--- src/rtl/error_loc_eval_pkg.sv ---
// Shared definitions for the error-locator evaluation stage and the BM stage
// that feeds it: default field/code parameters and the evaluator FSM encoding.
package error_loc_eval_pkg;

    localparam int          M_DEFAULT    = 13;
    localparam int          T_DEFAULT    = 119;
    localparam int          N_DEFAULT    = 6960;
    localparam logic [12:0] POLY_DEFAULT = 13'b0000000011011;

    typedef enum logic [2:0] {
        IDLE  = 3'd0,
        FETCH = 3'd1,
        LOAD  = 3'd2,
        EVAL  = 3'd3,
        EMIT  = 3'd4,
        FIN   = 3'd5
    } eval_state_e;

endpackage

--- src/rtl/error_loc_eval_gf_mul.sv ---
// Combinational GF(2^m) multiplier: MSB-first shift-and-add with the
// reduction folded into every shift, so no wide intermediate product exists.
module gf_mul
    import error_loc_eval_pkg::*;
#(
    parameter int         m    = M_DEFAULT,
    parameter logic [m-1:0] poly = POLY_DEFAULT[m-1:0]
) (
    input  logic [m-1:0] a_i,
    input  logic [m-1:0] b_i,
    output logic [m-1:0] p_o
);

    logic [m-1:0] acc;

    always_comb begin
        acc = '0;
        for (int i = m - 1; i >= 0; i--) begin
            acc = {acc[m-2:0], 1'b0} ^ (acc[m-1] ? poly : '0);
            if (b_i[i]) begin
                acc = acc ^ a_i;
            end
        end
        p_o = acc;
    end

endmodule

--- src/rtl/error_loc_eval.sv ---
// Chien-style error-locator evaluator: for every support element alpha_k it
// evaluates sigma(alpha_k) by Horner's rule and reports whether it is a root.
module error_loc_eval
    import error_loc_eval_pkg::*;
#(
    parameter int           m    = M_DEFAULT,
    parameter int           t    = T_DEFAULT,
    parameter int           n    = N_DEFAULT,
    parameter logic [m-1:0] poly = POLY_DEFAULT[m-1:0],
    localparam int          AW   = (n > 1) ? $clog2(n) : 1
) (
    input  logic             clk,
    input  logic             rst_n,
    input  logic             start,
    input  logic [m*(t+1)-1:0] error_loc_poly,
    output logic             supp_rd_en,
    output logic [AW-1:0]    supp_rd_addr,
    input  logic [m-1:0]     supp_dout,
    output logic             err_valid,
    output logic             err_bit,
    output logic [AW-1:0]    err_addr,
    output logic             busy,
    output logic             done
);

    localparam int JW = (t > 1) ? $clog2(t) : 1;
    localparam int PW = m * (t + 1);

    eval_state_e     state_q, state_d;
    logic [PW-1:0]   poly_q, poly_d;
    logic [AW-1:0]   k_q, k_d;
    logic [m-1:0]    alpha_q, alpha_d;
    logic [m-1:0]    acc_q, acc_d;
    logic [JW-1:0]   j_q, j_d;
    logic [m-1:0]    prod;
    logic [m-1:0]    coef_j;

    gf_mul #(
        .m    (m),
        .poly (poly)
    ) u_gf_mul (
        .a_i (acc_q),
        .b_i (alpha_q),
        .p_o (prod)
    );

    assign coef_j = poly_q[int'(j_q) * m +: m];
    assign busy   = (state_q != IDLE);

    always_ff @(posedge clk or negedge rst_n) begin
        if (!rst_n) begin
            state_q <= IDLE;
            poly_q  <= '0;
            k_q     <= '0;
            alpha_q <= '0;
            acc_q   <= '0;
            j_q     <= '0;
        end else begin
            state_q <= state_d;
            poly_q  <= poly_d;
            k_q     <= k_d;
            alpha_q <= alpha_d;
            acc_q   <= acc_d;
            j_q     <= j_d;
        end
    end

    // Outputs are decoded purely from the state register so reset clears
    // them immediately and nothing moves until a start is accepted.
    always_comb begin
        state_d      = state_q;
        poly_d       = poly_q;
        k_d          = k_q;
        alpha_d      = alpha_q;
        acc_d        = acc_q;
        j_d          = j_q;
        supp_rd_en   = 1'b0;
        supp_rd_addr = '0;
        err_valid    = 1'b0;
        err_bit      = 1'b0;
        err_addr     = '0;
        done         = 1'b0;

        case (state_q)
            IDLE: begin
                if (start) begin
                    poly_d  = error_loc_poly;
                    k_d     = '0;
                    state_d = FETCH;
                end
            end
            FETCH: begin
                supp_rd_en   = 1'b1;
                supp_rd_addr = k_q;
                state_d      = LOAD;
            end
            LOAD: begin
                alpha_d = supp_dout;
                acc_d   = poly_q[t*m +: m];
                j_d     = JW'(t - 1);
                state_d = EVAL;
            end
            EVAL: begin
                acc_d = prod ^ coef_j;
                if (j_q == '0) begin
                    state_d = EMIT;
                end else begin
                    j_d = j_q - 1'b1;
                end
            end
            EMIT: begin
                err_valid = 1'b1;
                err_bit   = (acc_q == '0);
                err_addr  = k_q;
                if (k_q == AW'(n - 1)) begin
                    state_d = FIN;
                end else begin
                    k_d     = k_q + 1'b1;
                    state_d = FETCH;
                end
            end
            FIN: begin
                done    = 1'b1;
                state_d = IDLE;
            end
            default: begin
                state_d = IDLE;
            end
        endcase
    end

endmodule
--- config.mk ---
export PLATFORM = sky130hd
export DESIGN_NAME = error_loc_eval
export DESIGN_NICKNAME = d
export VERILOG_FILES = /design/src/rtl/error_loc_eval_pkg.sv /design/src/rtl/error_loc_eval_gf_mul.sv /design/src/rtl/error_loc_eval.sv
export SDC_FILE = /design/constraint.sdc
export NUM_CORES = 2
export LEC_CHECK = 0
export ABC_AREA = 1
export CAP_MARGIN = 30
export CORE_AREA = 3 3 623 625
export CTS_BUF_LIST = sky130_fd_sc_hd__clkbuf_8
export DETAILED_ROUTE_END_ITERATION = 10
export DIE_AREA = 0 0 626 628
export GPL_ROUTABILITY_DRIVEN = 0
export SETUP_SLACK_MARGIN = 0.02
export SLEW_MARGIN = 40
export SYNTH_ARGS = -nofsm -noshare
export SYNTH_HDL_FRONTEND = slang
export SYNTH_SLANG_ARGS = --single-unit
--- constraint.sdc ---
create_clock -name clk -period 3 [get_ports clk]
set_input_delay 0.9 -clock clk [delete_from_list [all_inputs] [get_ports clk]]
set_output_delay 0.9 -clock clk [all_outputs]
set_load 0.02 [all_outputs]
Word-level counts from Yosys, hierarchy flattened
Index checks and enable logic that the tools add are counted.
{"block": "word_totals", "ff_bits": 1609, "input_bits": 1576, "out_inout_bits": 31, "word_cells": 96}
{"block": "classes", "n_addsub": 2, "n_mul": 1, "n_eq_ne": 10, "n_shift": 1, "mux": 41, "bitwise": 25, "reduce_logical": 10}
{"op": "1560-bit by 12-bit variable part select with 13-bit output", "n": 1}
{"op": "13-bit XOR", "n": 25}
{"op": "13-bit two-way mux", "n": 17}
{"op": "5-bit two-way mux", "n": 12}
{"op": "13-bit case mux with 2 select lines", "n": 2}
{"op": "3-bit case mux with 5 select lines", "n": 1}
{"op": "7-bit case mux with 2 select lines", "n": 1}
{"op": "13-bit by 1-bit adder with 13-bit output (second input constant)", "n": 1}
{"op": "13-bit == test (second input constant)", "n": 1}
{"op": "13-bit logical NOT", "n": 1}
{"op": "7-bit by 4-bit multiplier with 11-bit output (second input constant)", "n": 1}
{"op": "3-bit two-way mux", "n": 3}
{"op": "2-bit inequality test (second input constant)", "n": 4}
{"op": "7-bit logical NOT", "n": 1}
{"op": "7-bit two-way mux", "n": 1}
{"op": "7-bit by 1-bit subtractor with 7-bit output (second input constant)", "n": 1}
{"op": "3-bit by 2-bit == test with 1-bit output (second input constant)", "n": 2}
{"op": "3-bit == test (second input constant)", "n": 2}
{"op": "2-bit AND reduction", "n": 3}
{"op": "1-bit two-way mux", "n": 4}
{"op": "2-bit nonzero test", "n": 2}
{"op": "3-bit by 1-bit == test with 1-bit output (second input constant)", "n": 1}
{"op": "3-bit logical NOT", "n": 1}
{"op": "3-bit AND reduction", "n": 1}
{"op": "3-bit nonzero test", "n": 1}

Logic depth before layout (Yosys ltp)
{"block": "depth", "depth_word": 51, "depth_mapped": 22, "depth_no_buf": 21}

By module
From an unflattened synthesis, not the netlist that was laid out.
{"block": "unflattened", "hier_cells": 11038, "area_unflattened_um2": 81524.4}
{"module": "error_loc_eval", "n_inst": 1, "cells_each": 10356, "area_per_inst_um2": 77966.0, "seq_area_each_um2": 40263.6}
{"module": "gf_mul", "n_inst": 1, "cells_each": 682, "area_per_inst_um2": 3558.4, "seq_area_each_um2": 0.0}

Worst setup path before layout
OpenSTA, ideal clock, no wires.
{"block": "synth_timing", "kind": "flip-flop to output port", "startpoint": "register acc_q[3]", "endpoint": "output err_bit", "arrival_time_ns": 1.800, "required_time_ns": 2.100, "path_slack_ns": 0.300, "path_stages_with_launch": 5, "n_path_buf": 2, "cell_sequence": "dfrtp_1 clkbuf_1 buf_2 or4_1 nor4_1"}
{"block": "synth_between", "elab_chain_cells": 2}
{"item": "start: declaration", "line": "error_loc_eval.sv:33", "text": "logic [m-1:0] acc_q, acc_d;"}
{"item": "start signal: assignment", "line": "error_loc_eval.sv:56", "text": "acc_q <= '0;"}
{"item": "start signal: assignment", "line": "error_loc_eval.sv:63", "text": "acc_q <= acc_d;"}
{"item": "13-bit logical NOT", "line": "error_loc_eval.sv:113", "text": "err_bit = (acc_q == '0);"}
{"item": "1-bit two-way mux", "line": "error_loc_eval.sv:84", "text": "case (state_q)"}
{"item": "end: declaration", "line": "error_loc_eval.sv:20", "text": "output logic err_bit,"}
Every way passes these cells.

Final worst setup path
{"block": "layout_timing", "startpoint": "register acc_q[10]", "endpoint": "output err_bit"}
The elaborated chain is that of the path after synthesis.

==> qor.yml <==
yosys:
  syn_nets: 12200
  synth-edff-count: 0
  netlist.area_leader.share_pct: 51.1
  synth_ff_type: "dfrtp_1"
  syn_area_per_cell_um2: 7.41
  postSynthRegisterBits: 1609
  yosys.cell_types.count: 49
  synth.top_cells.by_area: "dfrtp_1 51%, nand2_1 24%, o21ai_0 5.3%"
  yosys.cell_count.top_type: "nand2_1"
  synth_top_cell_by_area: "dfrtp_1"
  synth_cells: 10600
  synthArstFlopShare_pct: 100
  ys_seq_area_share_pct: 51.1
  yosys_warnings: 0
  synth_area_um2: 78800
  synthTopCellsByCount: "5113 x nand2_1, 1609 x dfrtp_1, 841 x o21ai_0"
worst_setup_path:
  cp_slowest_cell: "or4_4"
  cp_max_fo: 2
  cp-end-kind: "primary output"
  worstSetupPathType: "reg -> out"
  max_stage_delay_ps: 570
  cp_data_arrival_time_ps: 2370
  startpoint_type: "flip-flop"
  reg2reg_slack_ps: -50
  crit_required_ps: 2100
  crit_path_cell_trace: "or4_4 > nor4_4 > buf_6"
cells_and_area:
  drive_gt1_share_pct: 16.9
  final_util_pct: 31.4
  fin_area_um2: 120000
  fillCellCount: 40500
  final_nets: 14400
  syn_to_final_growth_pct: 52.5
outcome:
  status: "finished, violations left"
  violations: "negative setup slack"
pwr:
  p_switching_uw: 19100
  intPower_uw: 40600
  p_comb_share_pct: 22.0
  power.density_nw_per_um2: 496
  seq_power_share_pct: 39.9
  p_sw_share_pct: 32.0
  leakagePower_uw: 0.0565
  clkPwrFrac_pct: 38.1
  vdd_drop_max_mv: 0.461
placement:
  hpwl_mm: 353
  placed_cell_area_um2: 106000
  io_buffers: 1606
  post-place-ws_ps: -754
floorplan:
  initial_core_util_pct: 20.6
  io_pins: 1607
  coreArea_um2: 383000
  die_h_um: 628
  rows: 227
  dieWidth_um: 626
  die_area_um2: 393000
job:
  maxCapViolCount: 0
sta:
  final.setup.tns_ps: -4550
  hold_ws_ps: 410
  fin_crit_ps: 3270
  period_share_pct: 109
  finalSetupViolations: 33
  max_slew_margin_pct: 46.7
  fmaxAchievable_mhz: 306
  hold_violations: 0
  grt_setup_unrepaired: "true"
  tightest_slew_ps: 799
  slew_viol_final: 0
  setup_ws_ps: -272
  skew_ps: 65.8
global_route:
  antenna_found_initial: 205
  grt_first_pass_wirelength_mm: 618
  grt_max_degree: 144
  overflow: 0
  grt_pass1_vias: 80400
  track_usage_pct: 22.1
route:
  num_vias: 83100
  routedWlPerCell_um: 25.4
  first_pass_iters: 8
  ant_nets: 0
  viasPerCell: 4.57
  drt_wl_total_mm: 462
  drc_errors: 0
  dr.first_iter.drc_count: 8628
clock_network:
  cts_tree: "built"
  clk_path_buf_depth: 4
  clock_latency_ps: 1010
  cts-root-buf: "clkbuf_8"
  clock_sinks: 1609
  htree_num_levels: 5
  clk_pin_slew_ps: 60
  numCtsBuffers: 307
hold_path:
  hold_class: "in -> reg"
## cell type report
| class | count | area, um2 | share of cell area (%) |
|---|---|---|---|
| Antenna cell | 104 | 260 | 0.216 |
| Clock buffer | 375 | 5160 | 4.29 |
| Clock inverter | 152 | 1050 | 0.870 |
| Inverter | 542 | 2120 | 1.76 |
| Multi-Input combinational cell | 7772 | 37100 | 30.8 |
| Sequential cell | 1609 | 40300 | 33.5 |
| Tap cell | 5038 | 6300 | 5.24 |
| Timing Repair Buffer | 2580 | 27900 | 23.2 |
| Timing Repair inverter | 3 | 66.3 | 0.0552 |
## cell usage in the layout (no fill, tap or decap), types with 35 or more instances in the layout
| cell | count |
|---|---|
| buf_12 | 231 |
| buf_4 | 571 |
| nor2_1 | 237 |
| nand3_1 | 332 |
| a21oi_1 | 446 |
| clkbuf_8 | 375 |
| inv_1 | 590 |
| nand2_1 | 4967 |
| xor2_1 | 54 |
| buf_6 | 128 |
| a21oi_2 | 63 |
| nand3_4 | 88 |
| clkinv_2 | 36 |
| diode_2 | 104 |
| xnor2_1 | 47 |
| o21ai_0 | 670 |
| nand3_2 | 185 |
| o21ai_1 | 135 |
| a31oi_1 | 58 |
| nand2_2 | 132 |
| clkdlybuf4s50_1 | 1574 |
| o21ai_2 | 60 |
| dfrtp_1 | 1600 |
| nand2_4 | 35 |
## through the flow
stage	power [uW]	instances
global placement	36400	17300
finish	59700	18200
floorplan	30700	10600
detailed placement	36400	17300
global route	62400	18200
CTS	59500	18000
## kinds of logic after synthesis
kind of cell | synth area share (%)
adder cells (fa/ha/maj) | 0.0476
flip-flops | 51.1
AO/OA/AOI/OAI | 10.5
buffers and inverters | 6.92
AND/OR/NAND/NOR | 30.3
XOR/XNOR | 1.21
## registers in the layout (all words and copies together) (netlist names)
register,flops
alpha_q,13
state_q,3
k_q,13
poly_q,1560
j_q,7
acc_q,13
## power by group through the flow
stage               Sequential [uW]  Combinational, uW  Clock (uW)
CTS                           23800              12500       23200
detailed placement            24200              12300           0
global placement              24100              12200           0
floorplan                     23800               6900           0
global route                  23900              14500       24100
finish                        23800              13200       22700
## repair_timing
item,4_1_cts,5_1_grt
endpoints found under the hold margin,22,0
gates cloned,17,27
setup endpoints to repair,44,45
pin swaps,72,280
buffers inserted,84,109
resized for setup,696,787
hold buffers,1,0
## critical path: cells and delay by family (launching register included)
| kind | cells | cell delay [ps] |
|---|---|---|
| AND/OR/NAND/NOR | 2 | 750 |
| buffers and inverters | 1 | 200 |
| flip-flops | 1 | 410 |
## path summary, 6_finish.rpt
kind,start,to,depth (start not counted)
worst min register to register,poly_q[631]$_DFFE_PN0P_,poly_q[631]$_DFFE_PN0P_,2
worst max register to register,j_q[0]$_DFFE_PN0P_,acc_q[0]$_DFFE_PN0P_,22
min in group asynchronous,rst_n,poly_q[910]$_DFFE_PN0P_,2
max in group asynchronous,rst_n,poly_q[179]$_DFFE_PN0P_,4
worst min-delay path,error_loc_poly[107],poly_q[107]$_DFFE_PN0P_,3
worst max-delay path,acc_q[10]$_DFFE_PN0P_,err_bit,3
## layer usage
metal / up-vias / wire [um] / track usage [%]
met5: - / 607 / 0
met2: 3722 / 210000 / 34.7
met4: 96 / 22000 / 10.2
met1: 40200 / 191000 / 28.8
li1: 38100 / - / -
met3: 971 / 38100 / 5.01
(Power assumes the default switching activity.)
